<file path="src/rtl/hr_pkg.sv">
// Shared types and constants for the heart-rate interval averager and its divider.
package hr_pkg;

  typedef enum logic [1:0] {StIdle, StAcquire, StTrack, StDivide} hr_state_e;

  localparam int unsigned SAMPLE_RATE_DEF = 100;
  localparam int unsigned AVG_DEPTH_DEF   = 4;

  function automatic int unsigned bpm_num(input int unsigned rate, input int unsigned depth);
    return 60 * rate * depth;
  endfunction

  // Bits needed to hold values 0..n
  function automatic int unsigned num_width(input int unsigned n);
    return $clog2(n + 1);
  endfunction

  localparam int unsigned BPM_NUM = bpm_num(SAMPLE_RATE_DEF, AVG_DEPTH_DEF);

endpackage

</file>
<file path="src/rtl/hr_seq_divider.sv">
// Start/done restoring unsigned divider, one quotient bit per clock, with synchronous abort.
module hr_seq_divider #(
  parameter int unsigned NumW = 15,
  parameter int unsigned DenW = 13
) (
  input  logic            clock,
  input  logic            reset,
  input  logic            start,
  input  logic            abort,
  input  logic [NumW-1:0] numer,
  input  logic [DenW-1:0] denom,
  output logic [NumW-1:0] quot,
  output logic            done
);
  localparam int unsigned CntW = $clog2(NumW + 1);

  logic            busy_q, busy_d, done_q, done_d, fits;
  logic [CntW-1:0] cnt_q, cnt_d;
  logic [NumW-1:0] num_q, num_d;
  logic [DenW-1:0] rem_q, rem_d, den_q, den_d;
  logic [DenW:0]   trial;

  // num_q shifts dividend bits out of the top and quotient bits in at the bottom
  always_comb begin
    trial  = {rem_q, num_q[NumW-1]};
    fits   = trial >= {1'b0, den_q};
    busy_d = busy_q;
    done_d = 1'b0;
    cnt_d  = cnt_q;
    num_d  = num_q;
    rem_d  = rem_q;
    den_d  = den_q;
    if (abort) begin
      busy_d = 1'b0;
      cnt_d  = '0;
    end else if (start) begin
      busy_d = 1'b1;
      cnt_d  = CntW'(NumW);
      num_d  = numer;
      rem_d  = '0;
      den_d  = denom;
    end else if (busy_q) begin
      num_d = {num_q[NumW-2:0], fits};
      rem_d = fits ? DenW'(trial - {1'b0, den_q}) : trial[DenW-1:0];
      cnt_d = cnt_q - CntW'(1);
      if (cnt_q == CntW'(1)) begin
        busy_d = 1'b0;
        done_d = 1'b1;
      end
    end
  end

  always_ff @(posedge clock or posedge reset) begin
    if (reset) begin
      busy_q <= 1'b0;
      done_q <= 1'b0;
      cnt_q  <= '0;
      num_q  <= '0;
      rem_q  <= '0;
      den_q  <= '0;
    end else begin
      busy_q <= busy_d;
      done_q <= done_d;
      cnt_q  <= cnt_d;
      num_q  <= num_d;
      rem_q  <= rem_d;
      den_q  <= den_d;
    end
  end

  assign quot = num_q;
  assign done = done_q;

endmodule

</file>
<file path="src/rtl/hr_interval_averager.sv">
// Beat-interval averager: gates refractory peaks, averages AVG_DEPTH intervals, divides to BPM.
// Optional OUTLIER_REJECT_EN: once hr_valid, drop intervals outside [avg/2, 2*avg].
module hr_interval_averager
  import hr_pkg::*;
#(
  parameter int unsigned SAMPLE_RATE = 100,
  parameter int unsigned AVG_DEPTH   = 4,
  parameter int unsigned REFRACT     = 25,
  parameter int unsigned TIMEOUT     = 300,
  parameter int unsigned CNT_W       = 11
) (
  input  logic       clock,
  input  logic       reset,
  input  logic       sample_tick,
  input  logic       peak,
  output logic [7:0] hr,
  output logic       hr_valid,
  output logic       beat,
  output logic       no_signal
);
  localparam int unsigned PtrW   = $clog2(AVG_DEPTH);
  localparam int unsigned FillW  = $clog2(AVG_DEPTH + 1);
  localparam int unsigned SumW   = CNT_W + PtrW;
  localparam int unsigned BpmNum = bpm_num(SAMPLE_RATE, AVG_DEPTH);
  localparam int unsigned NumW   = num_width(BpmNum);
  localparam logic [CNT_W-1:0] RefractC = CNT_W'(REFRACT);
  localparam logic [CNT_W-1:0] TimeoutC = CNT_W'(TIMEOUT);
  localparam logic [FillW-1:0] FullC    = FillW'(AVG_DEPTH);

  hr_state_e        state_q, state_d;
  logic [CNT_W-1:0] cnt_q, cnt_d, pend_val_q, pend_val_d, write_val;
  logic [CNT_W-1:0] ring_q [AVG_DEPTH];
  logic [CNT_W-1:0] ring_d [AVG_DEPTH];
  logic [SumW-1:0]  sum_q, sum_d;
  logic [PtrW-1:0]  wr_ptr_q, wr_ptr_d;
  logic [FillW-1:0] fill_q, fill_d, fill_inc;
  logic [7:0]       hr_q, hr_d;
  logic             hr_valid_q, hr_valid_d, beat_q, beat_d, no_signal_q, no_signal_d;
  logic             pend_q, pend_d, start_q, start_d;
  logic [NumW-1:0]  quot;
  logic             div_done, tracking, timeout, anchor, in_window, outlier, accept;
  logic             write_en, full_after;

`ifdef OUTLIER_REJECT_EN
  logic [SumW:0] ivl_w, avg_w;
  always_comb begin
    ivl_w   = (SumW + 1)'(cnt_q);
    avg_w   = (SumW + 1)'(sum_q >> PtrW);
    outlier = hr_valid_q && (((ivl_w << 1) < avg_w) || (ivl_w > (avg_w << 1)));
  end
`else
  assign outlier = 1'b0;
`endif

  always_comb begin
    tracking  = (state_q != StIdle);
    timeout   = tracking && (cnt_q == TimeoutC);
    anchor    = peak && (state_q == StIdle);
    in_window = peak && tracking && (cnt_q >= RefractC) && (cnt_q < TimeoutC);
    accept    = in_window && !outlier;
    write_en  = 1'b0;
    write_val = cnt_q;
    // A finishing divide retires the pending interval first, else a same-cycle peak
    if (state_q == StDivide) begin
      if (div_done) begin
        write_en  = pend_q || accept;
        write_val = pend_q ? pend_val_q : cnt_q;
      end
    end else if (tracking) begin
      write_en = accept;
    end
    fill_inc   = (fill_q == FullC) ? fill_q : fill_q + FillW'(1);
    full_after = (fill_inc == FullC);
  end

  always_ff @(posedge clock or posedge reset) begin
    if (reset) state_q <= StIdle;
    else       state_q <= state_d;
  end

  always_comb begin
    state_d = state_q;
    unique case (state_q)
      StIdle:            if (anchor) state_d = StAcquire;
      StAcquire, StTrack: begin
        if (timeout)                      state_d = StIdle;
        else if (write_en && full_after)  state_d = StDivide;
      end
      StDivide: begin
        if (timeout)       state_d = StIdle;
        else if (div_done) state_d = write_en ? StDivide : StTrack;
      end
      default:           state_d = StIdle;
    endcase
  end

  always_comb begin
    cnt_d       = cnt_q;
    ring_d      = ring_q;
    sum_d       = sum_q;
    wr_ptr_d    = wr_ptr_q;
    fill_d      = fill_q;
    pend_d      = pend_q;
    pend_val_d  = pend_val_q;
    hr_d        = hr_q;
    hr_valid_d  = hr_valid_q;
    no_signal_d = no_signal_q;
    beat_d      = accept;
    start_d     = write_en && full_after;
    if (anchor || in_window)                          cnt_d = sample_tick ? CNT_W'(1) : '0;
    else if (tracking && sample_tick && !timeout)     cnt_d = cnt_q + CNT_W'(1);
    if (anchor) no_signal_d = 1'b0;
    if (state_q == StDivide) begin
      if (div_done)                 pend_d = pend_q && accept;
      else if (accept && !pend_q)   pend_d = 1'b1;
      if (accept && (div_done || !pend_q)) pend_val_d = cnt_q;
      if (div_done) begin
        hr_d       = (quot > NumW'(255)) ? 8'd255 : quot[7:0];
        hr_valid_d = 1'b1;
      end
    end
    if (write_en) begin
      ring_d[wr_ptr_q] = write_val;
      sum_d            = sum_q + SumW'(write_val) - SumW'(ring_q[wr_ptr_q]);
      wr_ptr_d         = wr_ptr_q + PtrW'(1);
      fill_d           = fill_inc;
    end
    if (timeout) begin
      for (int i = 0; i < AVG_DEPTH; i++) ring_d[i] = '0;
      cnt_d       = '0;
      sum_d       = '0;
      wr_ptr_d    = '0;
      fill_d      = '0;
      pend_d      = 1'b0;
      hr_d        = '0;
      hr_valid_d  = 1'b0;
      no_signal_d = 1'b1;
      start_d     = 1'b0;
    end
  end

  always_ff @(posedge clock or posedge reset) begin
    if (reset) begin
      for (int i = 0; i < AVG_DEPTH; i++) ring_q[i] <= '0;
      cnt_q       <= '0;
      sum_q       <= '0;
      wr_ptr_q    <= '0;
      fill_q      <= '0;
      pend_q      <= 1'b0;
      pend_val_q  <= '0;
      hr_q        <= '0;
      hr_valid_q  <= 1'b0;
      beat_q      <= 1'b0;
      no_signal_q <= 1'b1;
      start_q     <= 1'b0;
    end else begin
      ring_q      <= ring_d;
      cnt_q       <= cnt_d;
      sum_q       <= sum_d;
      wr_ptr_q    <= wr_ptr_d;
      fill_q      <= fill_d;
      pend_q      <= pend_d;
      pend_val_q  <= pend_val_d;
      hr_q        <= hr_d;
      hr_valid_q  <= hr_valid_d;
      beat_q      <= beat_d;
      no_signal_q <= no_signal_d;
      start_q     <= start_d;
    end
  end

  hr_seq_divider #(
    .NumW(NumW),
    .DenW(SumW)
  ) u_div (
    .clock(clock),
    .reset(reset),
    .start(start_q),
    .abort(timeout),
    .numer(NumW'(BpmNum)),
    .denom(sum_q),
    .quot (quot),
    .done (div_done)
  );

  assign hr        = hr_q;
  assign hr_valid  = hr_valid_q;
  assign beat      = beat_q;
  assign no_signal = no_signal_q;

endmodule

</file>
<file path="config.mk">
export PLATFORM = sky130hd
export DESIGN_NAME = hr_interval_averager
export DESIGN_NICKNAME = d
export VERILOG_FILES = /design/src/rtl/hr_pkg.sv /design/src/rtl/hr_seq_divider.sv /design/src/rtl/hr_interval_averager.sv
export SDC_FILE = /design/constraint.sdc
export NUM_CORES = 1
export LEC_CHECK = 0
export ABC_CLOCK_PERIOD_IN_PS = 10850
export CORE_ASPECT_RATIO = 1.2
export CORE_MARGIN = 4
export CORE_UTILIZATION = 38
export DETAILED_ROUTE_END_ITERATION = 16
export HOLD_SLACK_MARGIN = 0.05
export PLACE_DENSITY = 0.56
export SYNTH_ARGS = -nofsm -noshare
export SYNTH_HDL_FRONTEND = slang
export SYNTH_SLANG_ARGS = --single-unit
</file>
<file path="constraint.sdc">
create_clock -name clock -period 10.85 [get_ports clock]
set_input_delay 1.085 -clock clock [delete_from_list [all_inputs] [get_ports clock]]
set_output_delay 1.085 -clock clock [all_outputs]
set_load 0.01 [all_outputs]
</file>
==> summary.txt, run 1 <==
Place
  • Post-detail-place hpwl: 12700 um
  • Place WS: 6290 ps
  • DP Cell Count: 1158
  • GP Congestion: 0.800
  • Port Buf Inserts: 14

Status
  • Outcome: finished, final reports clean

Drt
  • Via density: 5.10
  • Final ANT Viol Nets: 0
  • DR WL/cell: 15.9 um
  • DRC Markers: 0
  • First-pass DRT Iterations: 4
  • Final WL: 18900 um
  • Starting DRT DRC Count: 338
  • Vias: 6068

Setup path
  • Slowest stage delay, CP: 510 ps
  • Worst path cell trace: ha_1 -> and2_1 -> nand2_1 -> mux2_2 -> inv_1 -> fa_1 -> fa_1 -> nor2b_1 -> o2111ai_1 -> a31oi_1 -> nor2_1 -> o21ai_0 -> mux2i_1 -> mux2_2
  • Maximum fanout along the worst path: 12
  • CP arrival: 4880 ps
  • Setup crit end kind: register
  • WP buf/inv: 1
  • Worst path required time: 11150 ps
  • WS Path Type: register to register
  • CP max stage cell: and2_1
  • CP delay by family, top: adder cells
  • Startpoint types: register

CTS
  • Sink Count: 146
  • Post-CTS Setup Inserts: 0
  • CTS root buf: clkbuf_16
  • CTS Buffer Depth: 2
  • Cts repair resizes: 0
  • Clock-pin slew on the worst setup and hold paths: 70 ps
  • CTS tree: done
  • H-tree depth: 4
  • CTS buffer count: 17
  • Worst-Skew Late Latency: 420 ps
  • Hold Buf Count CTS: 0

STA
  • Setup-failing EPs final: 0
  • Final hold viol count: 0
  • Tightest Pin Transition: 1020 ps
  • Setup TNS: 0 ps
  • Final WS setup: 6280 ps
  • Ratio of final minimum period to clock period: 42.2%
  • Slew headroom: 31.7%
  • Fmax: 219 MHz
  • Worst Skew: 9.29 ps
  • Minimum clock period: 4570 ps
  • Final Max Slew Viols: 0
  • Setup repair after global routing missed its margin: no

Synthesis
  • Synth cell types: 65
  • EDFF count, synth: 0
  • Synthesized instance count: 874
  • Syn nets: 929
  • Seq cells post-synth: 146
  • Seq/Total Area, Yosys: 41.6%
  • Synth warnings: 0
  • Cell area after synthesis: 8790 um2
  • Average size of a mapped cell: 10.1 um2
  • Async set or reset register ratio after synthesis: 100%
  • Top FF cell, synth: dfrtp_1

Global routing
  • Tot GR Track Use: 15.5%
  • GR Util met3: 2.82%
  • GR peak layer: met2
  • Initial antenna violation count: 0
  • GR Overflow Total: 0
  • Largest net degree at the start of global routing: 78
  • First-pass GRT wire length: 32400 um
  • Vias in the first global route: 6207
  • Grt met1 use: 21.4%
  • Met2 Use GR: 25.0%

Floorplan
  • Row cnt: 60
  • Die X: 147 um
  • Die area: 25600 um2
  • Core ar.: 22600 um2
  • Die Ht: 175 um
  • Starting Density: 38.9%
  • Io pins: 15

Cells and area
  • Reg area: 3650 um2
  • Diodes inserted: 0
  • Most common cell after layout, fill and taps aside: dfrtp_1
  • P&R area growth vs syn: 10.4%
  • Most frequent cells in the layout: dfrtp_1, nor2_1, inv_1
  • Share of layout cells above drive strength 1: 19.9%
  • Multi-input logic area: 4530 um2
  • Layout Cells excl Fill: 1190
  • Filler instances: 2199
  • Nets@finish: 922

Flow run
  • Maxcap violations: 0

Hold path
  • Worst hold path class: register to register
layer usage:
layer  up-vias  part of all wire (%)
met5         -                     0
met4         0                   1.1
li1       2973                     -
met1      3013                    48
met3        15                   2.4
met2        67                    48
cells in the mapped netlist, types with 3 or more instances:
master	number	share of area [%]
dfrtp_1	145	41
nor2_1	124	5.3
inv_1	78	3.3
nand2_1	57	2.4
nor3_2	44	5.0
a21oi_2	43	4.3
ha_1	39	5.6
o21ai_0	38	2.2
a21oi_1	27	1.5
clkbuf_1	23	0.98
mux2_2	23	2.9
mux2i_1	21	2.4
nor3_1	17	0.97
xnor2_1	16	1.6
buf_2	14	0.80
fa_1	12	2.7
mux4_2	11	2.8
nand3_1	11	0.63
nor2b_1	11	0.78
xor2_1	10	1.0
a21o_1	9	0.77
a22o_1	8	0.80
buf_12	7	1.6
o22a_1	6	0.60
o21a_1	5	0.43
a31oi_1	4	0.28
and2_1	4	0.28
and3_1	4	0.28
nor4_1	4	0.28
a211o_1	3	0.30
a211oi_1	3	0.26
nand2b_1	3	0.21
nand4_1	3	0.21
or3_1	3	0.21
kinds of logic after synthesis:
| family | count (synthesis) | synth area share, % |
|---|---|---|
| AO/OA/AOI/OAI | 170 | 14.3 |
| XOR/XNOR | 26 | 2.59 |
| adder cells (fa/ha/maj) | 51 | 8.29 |
| buffers and inverters | 124 | 6.88 |
| flip-flops | 146 | 41.6 |
| multiplexers | 55 | 8.16 |
| AND/OR/NAND/NOR | 302 | 18.2 |
stage by stage:
| step | hold slack (ps) | utilization [%] | cell area (um2) |
|---|---|---|---|
| after floorplan | 450 | - | 8790 |
| after global placement | 464 | 40.1 | 9050 |
| after detailed placement | 473 | 40.1 | 9050 |
| after CTS | 490 | 42.9 | 9700 |
| after global routing | 512 | 42.9 | 9700 |
| final | 479 | 42.9 | 9700 |
worst register-to-register path, cell delays in order, from the launching register on:
cell and delay (ps):
dfrtp_1 360, ha_1 330, and2_1 510, nand2_1 420, mux2_2 440, inv_1 90
fa_1 460, fa_1 470, nor2b_1 170, o2111ai_1 140, a31oi_1 170, nor2_1 80
o21ai_0 240, mux2i_1 230, mux2_2 340
path summary, 6_finish.rpt:
check	start	to	slack, ps	depth (start not counted)
worst min-delay path	u_div.den_q[3]	u_div.den_q[3]	480	2
worst max register to register	state_q[1]	sum_q[12]	6280	14
min in group asynchronous	reset	hr[6]	1140	2
worst max-delay path	state_q[1]	sum_q[12]	6280	14
max in group asynchronous	reset	ring_q[31]	8290	3
worst min register to register	u_div.den_q[3]	u_div.den_q[3]	480	2
flip-flops by register name, indices dropped and copies added, names as in the netlist, 2 cells and up:
signal       flops
cnt_q           11
fill_q           3
hr               8
pend_val_q      11
ring_q          44
state_q          2
sum_q           13
u_div.cnt_q      4
u_div.den_q     13
u_div.quot      15
u_div.rem_q     13
wr_ptr_q         2
cell type report:
class	count	area share, %
multi-input cells	604	46.7
flip-flops and latches	146	37.7
clock buffers	17	4.39
well taps	310	4.00
inverters	78	3.07
clock inverters	15	2.26
repair buffers	20	1.91
Power of run 1 is not shown: default switching activity piles up to over one toggle a cycle in this logic, so the estimate is an artifact.
==> run 2: changes to the inputs <==
--- a/config.mk
+++ b/config.mk
@@ -5,13 +5,13 @@
 export SDC_FILE = /design/constraint.sdc
 export NUM_CORES = 1
 export LEC_CHECK = 0
-export ABC_CLOCK_PERIOD_IN_PS = 10850
+export ABC_CLOCK_PERIOD_IN_PS = 4000
 export CORE_ASPECT_RATIO = 1.2
 export CORE_MARGIN = 4
 export CORE_UTILIZATION = 38
 export DETAILED_ROUTE_END_ITERATION = 16
 export HOLD_SLACK_MARGIN = 0.05
-export PLACE_DENSITY = 0.56
+export PLACE_DENSITY = 0.58
 export SYNTH_ARGS = -nofsm -noshare
 export SYNTH_HDL_FRONTEND = slang
 export SYNTH_SLANG_ARGS = --single-unit
==> constraint.sdc (replaced) <==
create_clock -name clock -period 4 [get_ports clock]
set_input_delay 0.4 -clock clock [delete_from_list [all_inputs] [get_ports clock]]
set_output_delay 0.4 -clock clock [all_outputs]
set_load 0.01 [all_outputs]
==> summary.txt, run 2 (synthesis results as in run 1) <==
STA
  • Final hold viol count: 0 (unchanged)
  • Minimum clock period: 3780 ps (-795 ps)
  • Worst Skew: 14.6 ps (+5.36 ps)
  • Ratio of final minimum period to clock period: 94.5% (+52 points)
  • Tightest Pin Transition: 859 ps (-165 ps)
  • Setup TNS: 0 ps (unchanged)
  • Setup-failing EPs final: 0 (unchanged)
  • Fmax: 265 MHz (+21%)
  • Final Max Slew Viols: 0 (unchanged)
  • Setup repair after global routing missed its margin: no
  • Slew headroom: 42.7% (+11 points)

Global routing
  • Tot GR Track Use: 16.0% (+0.51 points)
  • Largest net degree at the start of global routing: 147 (+88%)
  • Initial antenna violation count: 0 (unchanged)
  • First-pass GRT wire length: 33200 um (+2.5%)
  • Vias in the first global route: 6476 (+4.3%)
  • GR Overflow Total: 0 (unchanged)

CTS
  • CTS Buffer Depth: 2 (unchanged)
  • CTS tree: done
  • H-tree depth: 4 (unchanged)
  • Clock-pin slew on the worst setup and hold paths: 70 ps (about the same)
  • CTS root buf: clkbuf_16
  • Worst-Skew Late Latency: 440 ps (+20 ps)
  • Hold Buf Count CTS: 0 (unchanged)
  • Sink Count: 146 (unchanged)
  • CTS buffer count: 17 (unchanged)
  • Post-CTS Setup Inserts: 0 (unchanged)

Floorplan
  • Starting Density: 38.9% (unchanged)
  • Row cnt: 60 (unchanged)
  • Io pins: 15 (unchanged)
  • Die Ht: 175 um (unchanged)
  • Die X: 147 um (unchanged)
  • Die area: 25600 um2 (unchanged)
  • Core ar.: 22600 um2 (unchanged)

Flow run
  • Maxcap violations: 0 (unchanged)

Place
  • GP Congestion: 0.813 (+1.6%)
  • Port Buf Inserts: 14 (unchanged)
  • Post-detail-place hpwl: 13300 um (+4.8%)

Cells and area
  • Most common cell after layout, fill and taps aside: dfrtp_1
  • Nets@finish: 946 (+2.6%)
  • Most flop-heavy register: ring_q
  • Max reg flops: 44 (unchanged)
  • Most frequent cells in the layout: dfrtp_1, nor2_1, inv_1
  • P&R area growth vs syn: 12.5%
  • Share of layout cells above drive strength 1: 22.1% (+2.2 points)
  • Diodes inserted: 0 (unchanged)

Setup path
  • CP arrival: 4090 ps (-790 ps)
  • FF-to-FF setup slack: 220 ps (-6060 ps)
  • FF-to-FF Start: state_q[0]
  • Worst path required time: 4320 ps (-6830 ps)
  • FF-to-FF path depth: 14 (unchanged)
  • Maximum fanout along the worst path: 5 (-7)
  • Setup crit end kind: register
  • Startpoint types: register
  • R2r endpoint: sum_q[12]
  • WS Path Type: register to register

Hold path
  • Worst hold path class: input pin to asynchronous set/reset pin

Drt
  • Final WL: 19300 um (+2.1%)
  • DR WL/cell: 15.9 um (+0.12%)
  • Via density: 5.12 (+0.33%)
  • Vias: 6211 (+2.4%)
  • Final ANT Viol Nets: 0 (unchanged)
  • DRC Markers: 0 (unchanged)
  • Starting DRT DRC Count: 380 (+12%)
  • First-pass DRT Iterations: 7 (+3)

Status
  • Outcome: finished, final reports clean
==> run 2: cell count changes in the layout (fill, tap and decap cells not counted), moves of 2 or more <==
cell	previous run	this run
buf_4	6	27
buf_12	0	2
bufinv_16	4	2
clkinv_8	0	2
==> run 2: stage by stage <==
step / instance area, um2 / hold slack, ps / std cells / setup slack (ps) / util [%]
6_report: 9880 / 468 / 1214 / 221 / 43.7
5_1_grt: 9880 / 508 / 1214 / 6.28 / 43.7
4_1_cts: 9880 / 485 / 1214 / 189 / 43.7
3_5_place_dp: 9260 / 471 / 1182 / 213 / 41.0
3_3_place_gp: 9260 / 460 / 1182 / 267 / 41.0
2_1_floorplan: 8790 / 450 / 874 / 137 / -
==> run 2: worst max-delay path by stage <==
stage                    start  depth (start not counted)  slack, ps         to
floorplan           state_q[0]                         15        140  sum_q[12]
global route        state_q[0]                         16          6  sum_q[12]
detailed placement  state_q[0]                         14        210  sum_q[12]
global placement    state_q[0]                         14        270  sum_q[12]
finish              state_q[0]                         14        220  sum_q[12]
CTS                 state_q[0]                         16        190  sum_q[12]
==> run 2: repair_timing <==
| action | CTS | global route |
|---|---|---|
| resized for setup | 0 | 2 |
| endpoints found under the setup margin | 0 | 1 |
| endpoints found under the hold margin | 0 | 0 |
==> run 2: per-layer routing <==
layer,track usage (%),vias to the layer above,share of wire (%)
met5,0,-,0
met4,4.47,0,1.6
met3,3.00,26,2.5
met2,27.2,72,50
met1,20.9,3082,46
li1,-,3031,-
==> run 2: area by class of cell <==
type / instances / area [um2]
Timing Repair Buffer: 44 / 394
Inverter: 78 / 297
Fill cell: 2176 / 12700
Sequential cell: 146 / 3650
Clock inverter: 15 / 193
Multi-Input combinational cell: 604 / 4530
Clock buffer: 17 / 425
Tap cell: 310 / 388
==> run 2: worst max-delay path: stages (launching register included) <==
cell,delay [ps]
dfrtp_1,390
ha_1,210
and2_1,170
nand2_1,110
mux2_2,400
inv_1,90
fa_1,460
fa_1,490
nor2b_2,160
o2111ai_1,140
a31oi_1,160
nor2_1,80
o21ai_0,230
mux2i_1,220
mux2_2,350
Power of run 2 is left out for the same reason.
